**src/rtl/pipeline_pkg.sv**
```systemverilog
// Types and constants shared by the pipeline stage registers of the RV32I core.
// The execute-stage control word lives here so every stage register uses one layout.
package pipeline_pkg;

    localparam int XLEN = 32;

    typedef struct packed {
        logic       reg_write;
        logic [1:0] result_src;
        logic       mem_write;
        logic       jump;
        logic       branch;
        logic [2:0] alu_control;
        logic       alu_src;
    } ctrl_e_t;

    // All-zero control word: no register write, no store, no jump, no branch.
    localparam ctrl_e_t CTRL_NOP = '0;

endpackage

```
**src/rtl/flop_enr.sv**
```systemverilog
// Generic register with synchronous reset, enable and synchronous clear.
// Priority is reset > clear > enable, so a clear wins over a hold.
module flop_enr #(
    parameter int WIDTH = 8
) (
    input  logic             clk,
    input  logic             reset,
    input  logic             en,
    input  logic             clr,
    input  logic [WIDTH-1:0] d,
    output logic [WIDTH-1:0] q
);

    always_ff @(posedge clk) begin
        if (reset || clr) begin
            q <= '0;
        end else if (en) begin
            q <= d;
        end
    end

endmodule

```
**src/rtl/decode_execute_reg.sv**
```systemverilog
// Decode-to-Execute pipeline register with stall, flush (bubble insertion),
// a valid bit and a saturating count of inserted bubbles.
module decode_execute_reg #(
    parameter int XLEN = pipeline_pkg::XLEN,
    parameter int CNTW = 32
) (
    input  logic            i_clk,
    input  logic            i_reset,
    input  logic            i_StallE,
    input  logic            i_FlushE,
    input  logic            i_ValidD,
    input  logic            i_RegWriteD,
    input  logic [1:0]      i_ResultSrcD,
    input  logic            i_MemWriteD,
    input  logic            i_JumpD,
    input  logic            i_BranchD,
    input  logic [2:0]      i_ALUControlD,
    input  logic            i_ALUSrcD,
    input  logic [XLEN-1:0] i_RD1D,
    input  logic [XLEN-1:0] i_RD2D,
    input  logic [XLEN-1:0] i_PCD,
    input  logic [XLEN-1:0] i_PCPlus4D,
    input  logic [XLEN-1:0] i_ImmExtD,
    input  logic [4:0]      i_Rs1D,
    input  logic [4:0]      i_Rs2D,
    input  logic [4:0]      i_RdD,
    output logic            o_ValidE,
    output logic            o_RegWriteE,
    output logic [1:0]      o_ResultSrcE,
    output logic            o_MemWriteE,
    output logic            o_JumpE,
    output logic            o_BranchE,
    output logic [2:0]      o_ALUControlE,
    output logic            o_ALUSrcE,
    output logic [XLEN-1:0] o_RD1E,
    output logic [XLEN-1:0] o_RD2E,
    output logic [XLEN-1:0] o_PCE,
    output logic [XLEN-1:0] o_PCPlus4E,
    output logic [XLEN-1:0] o_ImmExtE,
    output logic [4:0]      o_Rs1E,
    output logic [4:0]      o_Rs2E,
    output logic [4:0]      o_RdE,
    output logic [CNTW-1:0] o_BubbleCount
);

    localparam int CW = $bits(pipeline_pkg::ctrl_e_t) + 1;
    localparam int DW = 5 * XLEN + 15;
    localparam logic [CNTW-1:0] CNT_MAX = '1;

    pipeline_pkg::ctrl_e_t ctrl_d;
    pipeline_pkg::ctrl_e_t ctrl_e;
    logic [CW-1:0]         ctrl_q;
    logic [DW-1:0]         data_d;
    logic [DW-1:0]         data_q;
    logic [CNTW-1:0]       bubble_count;

    assign ctrl_d = '{
        reg_write:   i_RegWriteD,
        result_src:  i_ResultSrcD,
        mem_write:   i_MemWriteD,
        jump:        i_JumpD,
        branch:      i_BranchD,
        alu_control: i_ALUControlD,
        alu_src:     i_ALUSrcD
    };

    assign data_d = {i_RD1D, i_RD2D, i_PCD, i_PCPlus4D, i_ImmExtD, i_Rs1D, i_Rs2D, i_RdD};

    // Clearing to zero turns the control word into CTRL_NOP and drops valid.
    flop_enr #(.WIDTH(CW)) u_ctrl (
        .clk   (i_clk),
        .reset (i_reset),
        .en    (~i_StallE),
        .clr   (i_FlushE),
        .d     ({i_ValidD, ctrl_d}),
        .q     (ctrl_q)
    );

    flop_enr #(.WIDTH(DW)) u_data (
        .clk   (i_clk),
        .reset (i_reset),
        .en    (~i_StallE),
        .clr   (i_FlushE),
        .d     (data_d),
        .q     (data_q)
    );

    assign o_ValidE = ctrl_q[CW-1];
    assign ctrl_e   = ctrl_q[CW-2:0];

    assign o_RegWriteE   = ctrl_e.reg_write;
    assign o_ResultSrcE  = ctrl_e.result_src;
    assign o_MemWriteE   = ctrl_e.mem_write;
    assign o_JumpE       = ctrl_e.jump;
    assign o_BranchE     = ctrl_e.branch;
    assign o_ALUControlE = ctrl_e.alu_control;
    assign o_ALUSrcE     = ctrl_e.alu_src;

    assign {o_RD1E, o_RD2E, o_PCE, o_PCPlus4E, o_ImmExtE, o_Rs1E, o_Rs2E, o_RdE} = data_q;

    // Every flush edge is one inserted bubble, even when a stall is also requested.
    always_ff @(posedge i_clk) begin
        if (i_reset) begin
            bubble_count <= '0;
        end else if (i_FlushE && (bubble_count != CNT_MAX)) begin
            bubble_count <= bubble_count + 1'b1;
        end
    end

    assign o_BubbleCount = bubble_count;

endmodule

```
**config.mk**
```make
export PLATFORM = sky130hd
export DESIGN_NAME = decode_execute_reg
export DESIGN_NICKNAME = d
export VERILOG_FILES = /design/src/rtl/pipeline_pkg.sv /design/src/rtl/flop_enr.sv /design/src/rtl/decode_execute_reg.sv
export SDC_FILE = /design/constraint.sdc
export NUM_CORES = 1
export LEC_CHECK = 0
export ABC_AREA = 0
export BUFFER_PORTS_ARGS = -buffer_cell sky130_fd_sc_hd__buf_2
export CAP_MARGIN = 10
export CORE_AREA = 3 3 156 158
export CTS_BUF_LIST = sky130_fd_sc_hd__clkbuf_4 sky130_fd_sc_hd__clkbuf_8 sky130_fd_sc_hd__clkbuf_16
export CTS_CLUSTER_DIAMETER = 100
export DETAILED_ROUTE_END_ITERATION = 8
export DIE_AREA = 0 0 159 161
export RECOVER_POWER = 25
export SLEW_MARGIN = 25
export SYNTH_ARGS = -nofsm -noshare
export SYNTH_HDL_FRONTEND = slang
export SYNTH_SLANG_ARGS = --single-unit
```
**constraint.sdc**
```tcl
create_clock -name i_clk -period 2.4 [get_ports i_clk]
set_clock_uncertainty 0.05 [all_clocks]
set_input_delay 0.24 -clock i_clk [delete_from_list [all_inputs] [get_ports i_clk]]
set_output_delay 0.24 -clock i_clk [all_outputs]
set_load 0.03 [all_outputs]
```
# Yosys cells after proc, flatten, opt, wreduce, memory -nomap -nowiden
# Index checks and enable logic that the tools add are counted.
dict set report word_totals {
  reg_bits 218
  input_bits 190
  output_inout_bits 218
}
dict set report op_classes {
  n_addsub 1
  n_eq_ne 1
  n_reduce_logical 2
}
# cell count
set op_table {}
lappend op_table {{32-bit by 1-bit adder with 32-bit output, second input constant} 1}
lappend op_table {{32-bit inequality test, second input constant} 1}
lappend op_table {{1-bit logical AND} 1}
lappend op_table {{1-bit logical OR} 1}

# Depth between registers and ports, before layout
dict set report depth {
  depth_word 2
  mapped_depth 8
  ltp_nobuf 6
}

# By module
# A second synthesis with hierarchy kept.
dict set report unflattened {
  hier_cells 800
  hier_area_um2 8438.1
}
# mod n_inst cells_per_inst area_each_um2 seq_area_each_um2
set by_module_without_submodules {}
lappend by_module_without_submodules {{flop_enr at u_data} 1 566 6338.6 3503.4}
lappend by_module_without_submodules {decode_execute_reg 1 198 1699.1 640.6}
lappend by_module_without_submodules {{flop_enr at u_ctrl} 1 36 400.4 220.2}

# Worst setup path after synthesis
# OpenSTA, ideal clock, no wires.
dict set report synth_timing {
  path_kind {reg-to-reg}
  from {register bubble_count[16], in the netlist o_BubbleCount[16]}
  to {register bubble_count[5], in the netlist o_BubbleCount[5]}
  setup_time_ns 0.121
  arrival_ns 2.234
  t_required_ns 2.229
  setup_slack_ns -0.005
  stages_incl_launch_ff 6
  path_buffers 0
  period_less_slack_ns 2.405
  path_cell_list {dfxtp_1 > nand4_1 > or4_1 > o31ai_4 > or3_1 > mux2_2}
}
dict set report synth_between {
  elab_chain_len 2
}
# element line
set synth_rtl {}
lappend synth_rtl {{from (decl)} decode_execute_reg.sv:55} ;# logic [CNTW-1:0] bubble_count;
lappend synth_rtl {{from (signal assigned)} decode_execute_reg.sv:106} ;# bubble_count <= bubble_count + 1'b1;
lappend synth_rtl {{32-bit inequality test} decode_execute_reg.sv:105} ;# end else if (i_FlushE && (bubble_count != CNT_MAX)) begin
lappend synth_rtl {{1-bit logical AND} decode_execute_reg.sv:105}
# No other way between the ends.
# A chain may end at the register's enable or synchronous reset.

# Final worst setup path
dict set report layout_timing {
  from {register bubble_count[14], in the netlist o_BubbleCount[14]}
  to {register bubble_count[28], in the netlist o_BubbleCount[28]}
}
dict set report layout_between {
  elab_chain_len 2
  word_cells_on_any_way 3
  cone_classes {add/sub (1); eq/ne (1); reduce/logical (1)}
}
# element
set layout_rtl {}
lappend layout_rtl {{branches (longest 2 deep; another with 32-bit by 1-bit adder with 32-bit output)}}
# Parallel ways; which one is timed is not known.

==> flow_results.org <==
** Status
- The checks that failed: capacitance limit, slew limit.
- The run finished, with violations left.

** Synth
- Register area share after synthesis :: 0.536
- Number of warnings issued by yosys :: 0
- After synthesis, the netlist uses 45 different library cells.
- Post-Syn Area :: 0.00814 sq mm
- Nets in the synthesized netlist :: 986
- Post-synthesis instance total :: 795
- After synthesis, the mean cell area works out to 10.2 sq um.
- Synthesis inferred 218 register bits.

** Clocking
- Buffers added to address setup during post-CTS repair amount to 0.
- Maximum level of the CTS H-tree :: 1
- The later pin in the worst-skew pair is clocked with a latency of 510 ps.
- Cts bufs inserted :: 24
- Cell chosen for the clock root :: clkbuf_16
- CTS clk-pin slew, worst paths :: 60 ps
- Clock tree synthesis found a total of 218 sinks.
- CTS tree :: yes
- The clock passes through at most 3 buffers.

** Finish
- In the final layout, the share of cells above drive strength 1 is 0.349.
- Number of filler cells placed in the layout :: 1,972
- Nets :: 1,583
- Leaving out fill and tap cells, the most frequent cells in the layout are 406 x buf_2, 217 x dfxtp_1, 213 x nor2_1.
- Final standard cell utilization of the core :: 0.576
- Post-layout instance area :: 0.0134 sq mm
- The library cell used most frequently in the layout, excluding fill and tap cells, is buf_2.
- Growth of design area from synthesis to finish :: 64.6%

** Run
- Max-cap violations in this run came to 1.

** Worst setup path
- Max incr delay on CP :: 650 ps
- The critical path goes through nand4_1, or3_1, nor4_1, mux2_2.
- Crit path max fanout :: 11
- Worst setup path category :: register to register
- Data on the critical path is required at its endpoint by 2750 ps.
- Data arrival time of the critical path :: 2620 ps
- Critical path's slowest cell :: or3_1
- Crit end category :: register
- The worst setup path is launched from a register.

** Detailed routing
- Once detail routing completed, the nets flagged for antenna violations numbered 0.
- The pre-antenna-repair detailed-routing pass consisted of 5 iterations.
- Final wirelength :: 27,700 um
- Vias/cell :: 4.59
- DR iter-0 viols :: 460
- # DRC :: 0
- In the final routed layout, each cell accounts on average for 16.0 um.
- For this block, the via count after detailed routing is 7,946.

** STA
- Setup repair after global routing left no endpoint under its margin.
- At the pin with the least slew margin, the transition time is 1880 ps.
- Final hold violations :: 0
- Final-layout worst hold slack :: 146 ps
- Setup violations remaining at the end of the flow were counted as 0.
- For the final routed database, the setup TNS stands at 0 ps.
- Minimum clock period after layout :: 2270 ps
- Fmax achieved :: 0.440 GHz
- Measured against its own limit, the worst slew margin works out to -0.253.
- Final clock period utilization by the worst path :: 0.947
- The final max-slew violation count was 20.

** Die
- Pin placement for this block handled 408 I/O pins.
- In this run the vertical extent of the chip is 161 um.
- The initialized floorplan defines 56 standard-cell rows.
- Overall die area :: 0.0256 sq mm
- The floorplan step defined a core boundary enclosing 0.0233 sq mm.
- Die X-Extent :: 159 um
- The initial utilization of the core area, before any placement, comes to 0.350.

** Global route
- Overflow left after global routing :: 0
- The number of global-route vias before repair was 8,032.
- For this run, the total global-route usage over all layers was measured as 0.205.
- Antenna violations before repair :: 1
- The first global-routing pass estimated 43,700 um of wire.
- Entering global routing, the biggest net connects 84 pins.

** Placed design
- At the end of routability-driven placement, the weighted congestion stood at 0.853.
- Port buffering added 407 buffers.
- After detailed placement, the total cell area comes to 0.0107 sq mm.
- Detail Placement HPWL :: 17,800 um

** Power
- PwrDens :: 662 mW/mm^2
- Worst supply voltage drop on vdd :: 0.494 mV
- Total power of the final layout :: 8870 uW
- Leakage power :: 0.00662 uW

** Worst hold path
- The min-delay analysis places its worst path in the category primary input to register.
[final timing paths]
check / slack, ps / cells after the start / endpoint / start
max reg2reg: 130 / 4 / o_BubbleCount[28] / o_BubbleCount[14]
max: 130 / 4 / o_BubbleCount[28] / o_BubbleCount[14]
min: 150 / 3 / o_BubbleCount[2] / i_FlushE
min reg2reg: 440 / 2 / u_data.q[97] / u_data.q[97]
[critical path, delay by kind of cell (launching register included)]
family	cells	cell delay [ps]
simple gates	3	1340
mux	1	380
flops	1	400
[cell usage after synthesis, drive strengths merged]
library cell,n,area [sq um]
nor3,5,30.0
a211oi,4,30.0
nand2b,1,6.26
a311oi,1,26.3
a31o,1,8.76
o2111a,1,11.3
mux2,4,45.0
nor2,213,800
o21ai,3,15.0
and4,2,17.5
a21o,1,7.51
o31a,1,8.76
mux2i,187,1870
or4,5,41.3
o41ai,1,8.76
or3,8,50.1
and3,2,12.5
o21ba,1,10.0
or3b,1,8.76
o31ai,5,56.3
ha,1,12.5
nor4,9,62.6
nand4,13,87.6
a2111oi,2,20.0
inv,4,15.0
xor2,2,17.5
nand3,10,50.1
nand2,9,33.8
clkbuf,40,150
a21oi,9,45.0
nor2b,3,18.8
or2,1,6.26
xnor2,15,131
buf,11,51.3
dfxtp,218,4360
a41o,1,10.0
[cell type report]
class | count | area, sq um | share of cell area
Inverter | 4 | 15.0 | 0.00112
Sequential cell | 218 | 4370 | 0.326
Multi-Input combinational cell | 522 | 3560 | 0.266
Antenna cell | 1 | 2.50 | 0.000187
Clock inverter | 8 | 118 | 0.00878
Timing Repair Buffer | 622 | 4200 | 0.313
Tap cell | 319 | 399 | 0.0298
Clock buffer | 36 | 739 | 0.0552
[logic make-up (layout without fill, tap and decap cells)]
family | Yosys count | after routing | share of synthesized area
AOI/OAI and AO/OA | 31 | 31 | 0.0317
xor gates and xnor gates | 17 | 17 | 0.0183
adders and majority gates | 1 | 1 | 0.00154
buffers and inverters | 55 | 670 | 0.0266
DFF | 218 | 218 | 0.536
muxes | 191 | 191 | 0.235
other | 0 | 1 | 0
and+or+nand+nor | 282 | 282 | 0.150
[registers in the layout, indices dropped and copies added, names as in the netlist]
register	count
o_BubbleCount	32
u_ctrl.q	11
u_data.q	175
[where the power goes]
part / switching (uW) / internal [uW] / leakage (uW)
logic: 606 / 568 / 0.00441
clock network: 1470 / 2450 / 0.000430
registers: 56.7 / 3730 / 0.00177
[layer usage]
metal	wire length (um)	global-route usage	share of wire
met5	0	0	0
met4	964	0.0712	0.035
met3	1920	0.0549	0.069
met2	13600	0.363	0.49
met1	11200	0.240	0.41
[repair_timing]
action                     in CTS  in global routing
hold buffers                  186                  0
setup endpoints to repair       0                  3
resized for setup               0                  1
hold endpoints to repair      186                  0
[metrics by stage]
step / cells / worst slack, ps
final: 1730 / 128
after floorplan: 795 / 8.39
after detailed placement: 1499 / 118
after CTS: 1729 / 115
after global routing: 1730 / 15.6
after global placement: 1499 / 178
No activity file was read; power rests on OpenSTA's default activity.
